**config.mk**
```make
export PLATFORM = sky130hd
export DESIGN_NAME = ps2_lane_decoder
export DESIGN_NICKNAME = d
export VERILOG_FILES = /design/src/rtl/ps2_lane_pkg.sv /design/src/rtl/key_event_fifo.sv /design/src/rtl/ps2_lane_decoder.sv
export SDC_FILE = /design/constraint.sdc
export NUM_CORES = 1
export LEC_CHECK = 0
export ABC_CLOCK_PERIOD_IN_PS = 4300
export BUFFER_PORTS_ARGS = -buffer_cell sky130_fd_sc_hd__buf_2
export CAP_MARGIN = 20
export CORE_ASPECT_RATIO = 1.4
export CORE_UTILIZATION = 60
export CTS_CLUSTER_SIZE = 40
export DETAILED_ROUTE_END_ITERATION = 6
export HOLD_SLACK_MARGIN = 0.08
export PLACE_DENSITY = 0.81
export SYNTH_ARGS = -nofsm -noshare
export SYNTH_HDL_FRONTEND = slang
export SYNTH_SLANG_ARGS = --single-unit
```
**constraint.sdc**
```tcl
create_clock -name clk -period 4.3 [get_ports clk]
set_input_delay 0.86 -clock clk [delete_from_list [all_inputs] [get_ports clk]]
set_output_delay 0.86 -clock clk [all_outputs]
set_load 0.005 [all_outputs]
```
**src/rtl/ps2_lane_pkg.sv**
```systemverilog
// Shared scan-code constants, decoder states and the lane event record.
package ps2_lane_pkg;

    localparam logic [7:0] SC_BREAK = 8'hF0;
    localparam logic [7:0] SC_EXT   = 8'hE0;

    typedef enum logic [1:0] {
        IDLE,
        BRK,
        EXT,
        EXT_BRK
    } decState_t;

    typedef struct packed {
        logic [1:0] lane;
        logic       press;
    } laneEvent_t;

endpackage

```
**src/rtl/key_event_fifo.sv**
```systemverilog
// First-word fall-through event FIFO; written data is visible at the head one cycle later.
// A push on a full FIFO is accepted only if a pop happens in the same cycle; otherwise it is ignored.
module key_event_fifo #(
    parameter int DEPTH = 4,
    parameter int WIDTH = 8
) (
    input  logic             clk,
    input  logic             reset,
    input  logic             wrEn,
    input  logic [WIDTH-1:0] wrData,
    input  logic             rdEn,
    output logic [WIDTH-1:0] rdData,
    output logic             empty,
    output logic             full
);
    localparam int AW = $clog2(DEPTH);

    logic [WIDTH-1:0] mem [DEPTH];
    logic [AW-1:0]    wrPtr;
    logic [AW-1:0]    rdPtr;
    logic [AW:0]      count;
    logic             doPush;
    logic             doPop;

    assign empty  = (count == '0);
    assign full   = (count == (AW+1)'(DEPTH));
    assign doPop  = rdEn && !empty;
    // When full, the slot being popped this cycle is the one the push overwrites.
    assign doPush = wrEn && (!full || doPop);
    assign rdData = empty ? '0 : mem[rdPtr];

    always_ff @(posedge clk) begin
        if (doPush) begin
            mem[wrPtr] <= wrData;
        end
    end

    always_ff @(posedge clk or posedge reset) begin
        if (reset) begin
            wrPtr <= '0;
            rdPtr <= '0;
            count <= '0;
        end else begin
            if (doPush) begin
                wrPtr <= wrPtr + 1'b1;
            end
            if (doPop) begin
                rdPtr <= rdPtr + 1'b1;
            end
            count <= count + {{AW{1'b0}}, doPush} - {{AW{1'b0}}, doPop};
        end
    end

endmodule

```
**src/rtl/ps2_lane_decoder.sv**
```systemverilog
// PS/2 scan bytes to per-lane press/release events; event visible one cycle after the byte strobe.
// Consumer stalls with ev_ready low; events arriving on a full queue are dropped and flag overflow.
module ps2_lane_decoder
    import ps2_lane_pkg::*;
#(
    parameter logic [7:0] LANE0_CODE     = 8'h23,
    parameter logic [7:0] LANE1_CODE     = 8'h2B,
    parameter logic [7:0] LANE2_CODE     = 8'h3B,
    parameter logic [7:0] LANE3_CODE     = 8'h42,
    parameter int         FIFO_DEPTH     = 4,
    parameter int         PREFIX_TIMEOUT = 200000
) (
    input  logic       clk,
    input  logic       reset,
    input  logic       rx_done_tick,
    input  logic [7:0] rx_data,
    output logic       ev_valid,
    input  logic       ev_ready,
    output logic [1:0] ev_lane,
    output logic       ev_press,
    output logic [3:0] held,
    output logic       overflow,
    output logic       rx_clear
);
    localparam int TW = (PREFIX_TIMEOUT > 1) ? $clog2(PREFIX_TIMEOUT) : 1;

    decState_t  state;
    logic [TW-1:0] timer;
    logic       laneHit;
    logic [1:0] laneIdx;
    logic       pushEv;
    laneEvent_t pushEvt;
    laneEvent_t headEvt;
    logic       fifoFull;
    logic       fifoEmpty;
    logic       popEv;

    always_comb begin
        laneHit = 1'b1;
        laneIdx = 2'd0;
        if (rx_data == LANE0_CODE)      laneIdx = 2'd0;
        else if (rx_data == LANE1_CODE) laneIdx = 2'd1;
        else if (rx_data == LANE2_CODE) laneIdx = 2'd2;
        else if (rx_data == LANE3_CODE) laneIdx = 2'd3;
        else                            laneHit = 1'b0;
    end

    // Only edges of the held mask produce events, which filters typematic repeats.
    always_comb begin
        pushEv        = 1'b0;
        pushEvt.lane  = laneIdx;
        pushEvt.press = 1'b1;
        if (rx_done_tick && laneHit) begin
            if (state == IDLE && !held[laneIdx]) begin
                pushEv = 1'b1;
            end else if (state == BRK && held[laneIdx]) begin
                pushEv        = 1'b1;
                pushEvt.press = 1'b0;
            end
        end
    end

    assign popEv    = ev_valid && ev_ready;
    assign ev_valid = !fifoEmpty;
    assign ev_lane  = headEvt.lane;
    assign ev_press = headEvt.press;

    always_ff @(posedge clk or posedge reset) begin
        if (reset) begin
            state    <= IDLE;
            timer    <= '0;
            held     <= '0;
            overflow <= 1'b0;
            rx_clear <= 1'b0;
        end else begin
            rx_clear <= rx_done_tick;
            if (pushEv && fifoFull && !popEv) begin
                overflow <= 1'b1;
            end
            if (pushEv) begin
                held[laneIdx] <= pushEvt.press;
            end
            if (rx_done_tick) begin
                timer <= '0;
                case (state)
                    IDLE: begin
                        if (rx_data == SC_BREAK)    state <= BRK;
                        else if (rx_data == SC_EXT) state <= EXT;
                    end
                    EXT:     state <= (rx_data == SC_BREAK) ? EXT_BRK : IDLE;
                    default: state <= IDLE;
                endcase
            end else if (state != IDLE) begin
                // A stalled prefix (lost byte) must not swallow the next real key.
                if (timer == TW'(PREFIX_TIMEOUT - 1)) begin
                    state <= IDLE;
                    timer <= '0;
                end else begin
                    timer <= timer + 1'b1;
                end
            end else begin
                timer <= '0;
            end
        end
    end

    key_event_fifo #(
        .DEPTH (FIFO_DEPTH),
        .WIDTH ($bits(laneEvent_t))
    ) u_fifo (
        .clk    (clk),
        .reset  (reset),
        .wrEn   (pushEv),
        .wrData (pushEvt),
        .rdEn   (ev_ready),
        .rdData (headEvt),
        .empty  (fifoEmpty),
        .full   (fifoFull)
    );

endmodule

```
==> results.yml <==
status:
  status: "complete, no violations"
finish:
  drive_above_1_share_pct: 17.04
  finish.utilization_pct: 72.62
  num_antenna_cells: 0
  area_growth_pct: 13.02
  num-nets-final: 242
synthesis:
  yosysSeqAreaShare_pct: 53.65
  ys.warnings.count: 0
  synth_ff_type: "dfrtp_1"
  synth_area_um2: 2211
  synth_edf_count: 12
  syn_avg_cell_area_um2: 11.22
  syn_nets: 217
  synth_most_common_cell: "dfrtp_1"
  synth_area_leaders: "dfrtp_1 (37%), edfxtp_1 (16%), xnor2_1 (5.1%)"
  synth_top_area_share_pct: 37.35
  synth_top_area_cell: "dfrtp_1"
  async_flop_share_pct: 73.33
  synth_cells: 197
  synth_cell_types: 43
  ys_seq_elements: 45
  synth_common_cells: "dfrtp_1 (33), nor2_1 (26), inv_1 (15)"
floorplanning:
  die_area_um2: 3935
  initial_core_util_pct: 64.25
  die_h_um: 73.83
  rows: 25
  ios: 22
  fp.dieW_um: 53.30
  fp.coreArea_um2: 3441
timing:
  finalHoldViolCount: 0
  fin_crit_sh_pct: 82.51
  fin_tns_setup_ns: 0
  rsz0062_at_grt: "false"
  drv_slew: 0
  relSlewSlack_pct: 50.50
  fmax_ghz: 0.2819
  worstMarginPinSlew_ns: 0.7322
  layout_min_cycle_time_ns: 3.548
  finalSetupViolations: 0
  skew_ns: 0.01137
place:
  dpl.hpwl_um: 3065
  io_buffers: 21
  place_congestion: 0.8904
setup_path:
  rr_endpoint: "u_fifo.count[1]$_DFF_PP0_"
  required_ns: 4.53
  timing.rr.start: "u_fifo.count[1]$_DFF_PP0_"
  r2r_cells: 8
  critPathLaunch: "rx_data[3]"
  cp-start-kind: "primary input"
  arrival_ns: 3.78
  r2r_setup_slack_ns: 1.72
  endpoint: "u_fifo.count[2]$_DFF_PP0_"
  end_kind: "flop"
  critPathMaxFanout: 8
  worstSetupPathType: "primary input to flop"
clock_tree:
  cts_tree: "done"
  cts-root-buf: "clkbuf_8"
  clk_latency_ns: 0.30
  htreeDepth: 2
  cts_setup_buffers: 0
  numCtsBuffers: 5
  clkTransAtPathRegs_ns: 0.09
  clock_path_buffers: 2
  holdBufCountCts: 0
  cts_resized: 0
  cts.sinks: 45
power:
  leakage_nw: 1.052
  p_per_area_nw_per_um2: 442.1
  ir_drop_uv: 361.1
route:
  vias: 1536
  detail-route-antenna-nets: 0
  wl_um: 4172
  drcViolationCount: 0
  drtPass1Iterations: 4
  drt-vias-per-instance: 5.840
  drt_iter0_drc: 46
  wire_per_inst_um: 15.86
job:
  drv_cap: 0
min_path:
  hp-class: "flop to flop"
  hp-start: "timer[0]$_DFF_PP0_"
global_routing:
  grt_pass1_vias: 1555
  grt_antenna_before_repair: 0
  grt_pass1_wl_um: 6831
  grt_max_degree: 23
  grt_overflow: 0
  track_usage_pct: 24.33
[per-layer routing]
layer / share of wire (%) / global-route usage [%] / routed length (um) / up-vias
met2: 56 / 43.19 / 2348 / 40
met1: 37 / 26.50 / 1554 / 751
met5: 0 / 0 / 0 / -
li1: - / - / - / 731
met4: 2.2 / 7.602 / 90 / 0
met3: 4.3 / 8.075 / 179 / 14
[worst min path at each step]
stage / end / cells past startpoint
6_report: timer[0]$_DFF_PP0_ / 1
5_1_grt: timer[0]$_DFF_PP0_ / 1
4_1_cts: timer[0]$_DFF_PP0_ / 1
3_5_place_dp: overflow$_DFFE_PP0P_ / 1
3_3_place_gp: timer[0]$_DFF_PP0_ / 1
2_1_floorplan: timer[0]$_DFF_PP0_ / 1
[stage by stage]
step                      setup slack (ns)  power [mW]  hold WS, ns  instance area, um2  cells
after global placement              0.5893      0.7053       0.4428                2354    254
after global routing                0.6495       1.159       0.4983                2499    263
after floorplan                     0.7668      0.6613       0.4329                2211    197
after detailed placement            0.4682      0.7301       0.4691                2354    254
after CTS                           0.7690       1.110       0.4849                2491    262
final                               0.7522       1.105       0.4787                2499    263
[power by group]
part	total, mW	switching (mW)	internal [mW]
logic	0.202	0.0916	0.110
clock network	0.385	0.151	0.234
registers	0.518	0.0444	0.474
[cells by family after synthesis]
group / share of synthesized area (%)
compound gates: 4.811
mux: 6.281
simple gates: 18.22
fa+ha+maj: 4.867
buf+inv: 3.452
flops: 53.65
xor+xnor: 8.716
[layout make-up]
type / instances / area (um2)
multi-input cells: 132 / 948.4
flip-flops and latches: 45 / 1186
fillers: 236 / 942.2
clock buffers: 5 / 68.82
repair buffers: 23 / 120.1
inverters: 15 / 56.30
clock inverters: 3 / 68.82
well taps: 40 / 50.05
[sequential cells by signal (all words and copies together), names as in the netlist]
name,cells
u_fifo.count,3
timer,18
u_fifo.mem,12
overflow,1
u_fifo.rdPtr,2
u_fifo.wrPtr,2
rx_clear,1
state,2
held,4
[placed cells by master (no fill, tap or decap), types with 3 or more instances in the layout]
cell	instances
nor3_1	6
and2_1	4
buf_2	21
o21ai_0	4
xnor2_1	13
inv_1	15
nand3_1	9
ha_1	7
nand2_1	11
xor2_1	9
dfrtp_1	33
nor2_1	26
mux4_2	3
nor4_1	4
and3_1	3
clkbuf_8	5
edfxtp_1	12
[worst max-delay path, cell delays in order]
cell and delay, ns:
buf_2 0.12, or4b_4 0.54, or4_1 0.56, a2111oi_1 0.48
mux2i_2 0.23, inv_1 0.11, ha_1 0.14, inv_1 0.05
fa_1 0.37, xnor2_1 0.17, xnor2_1 0.14
(Power assumes the default switching activity.)
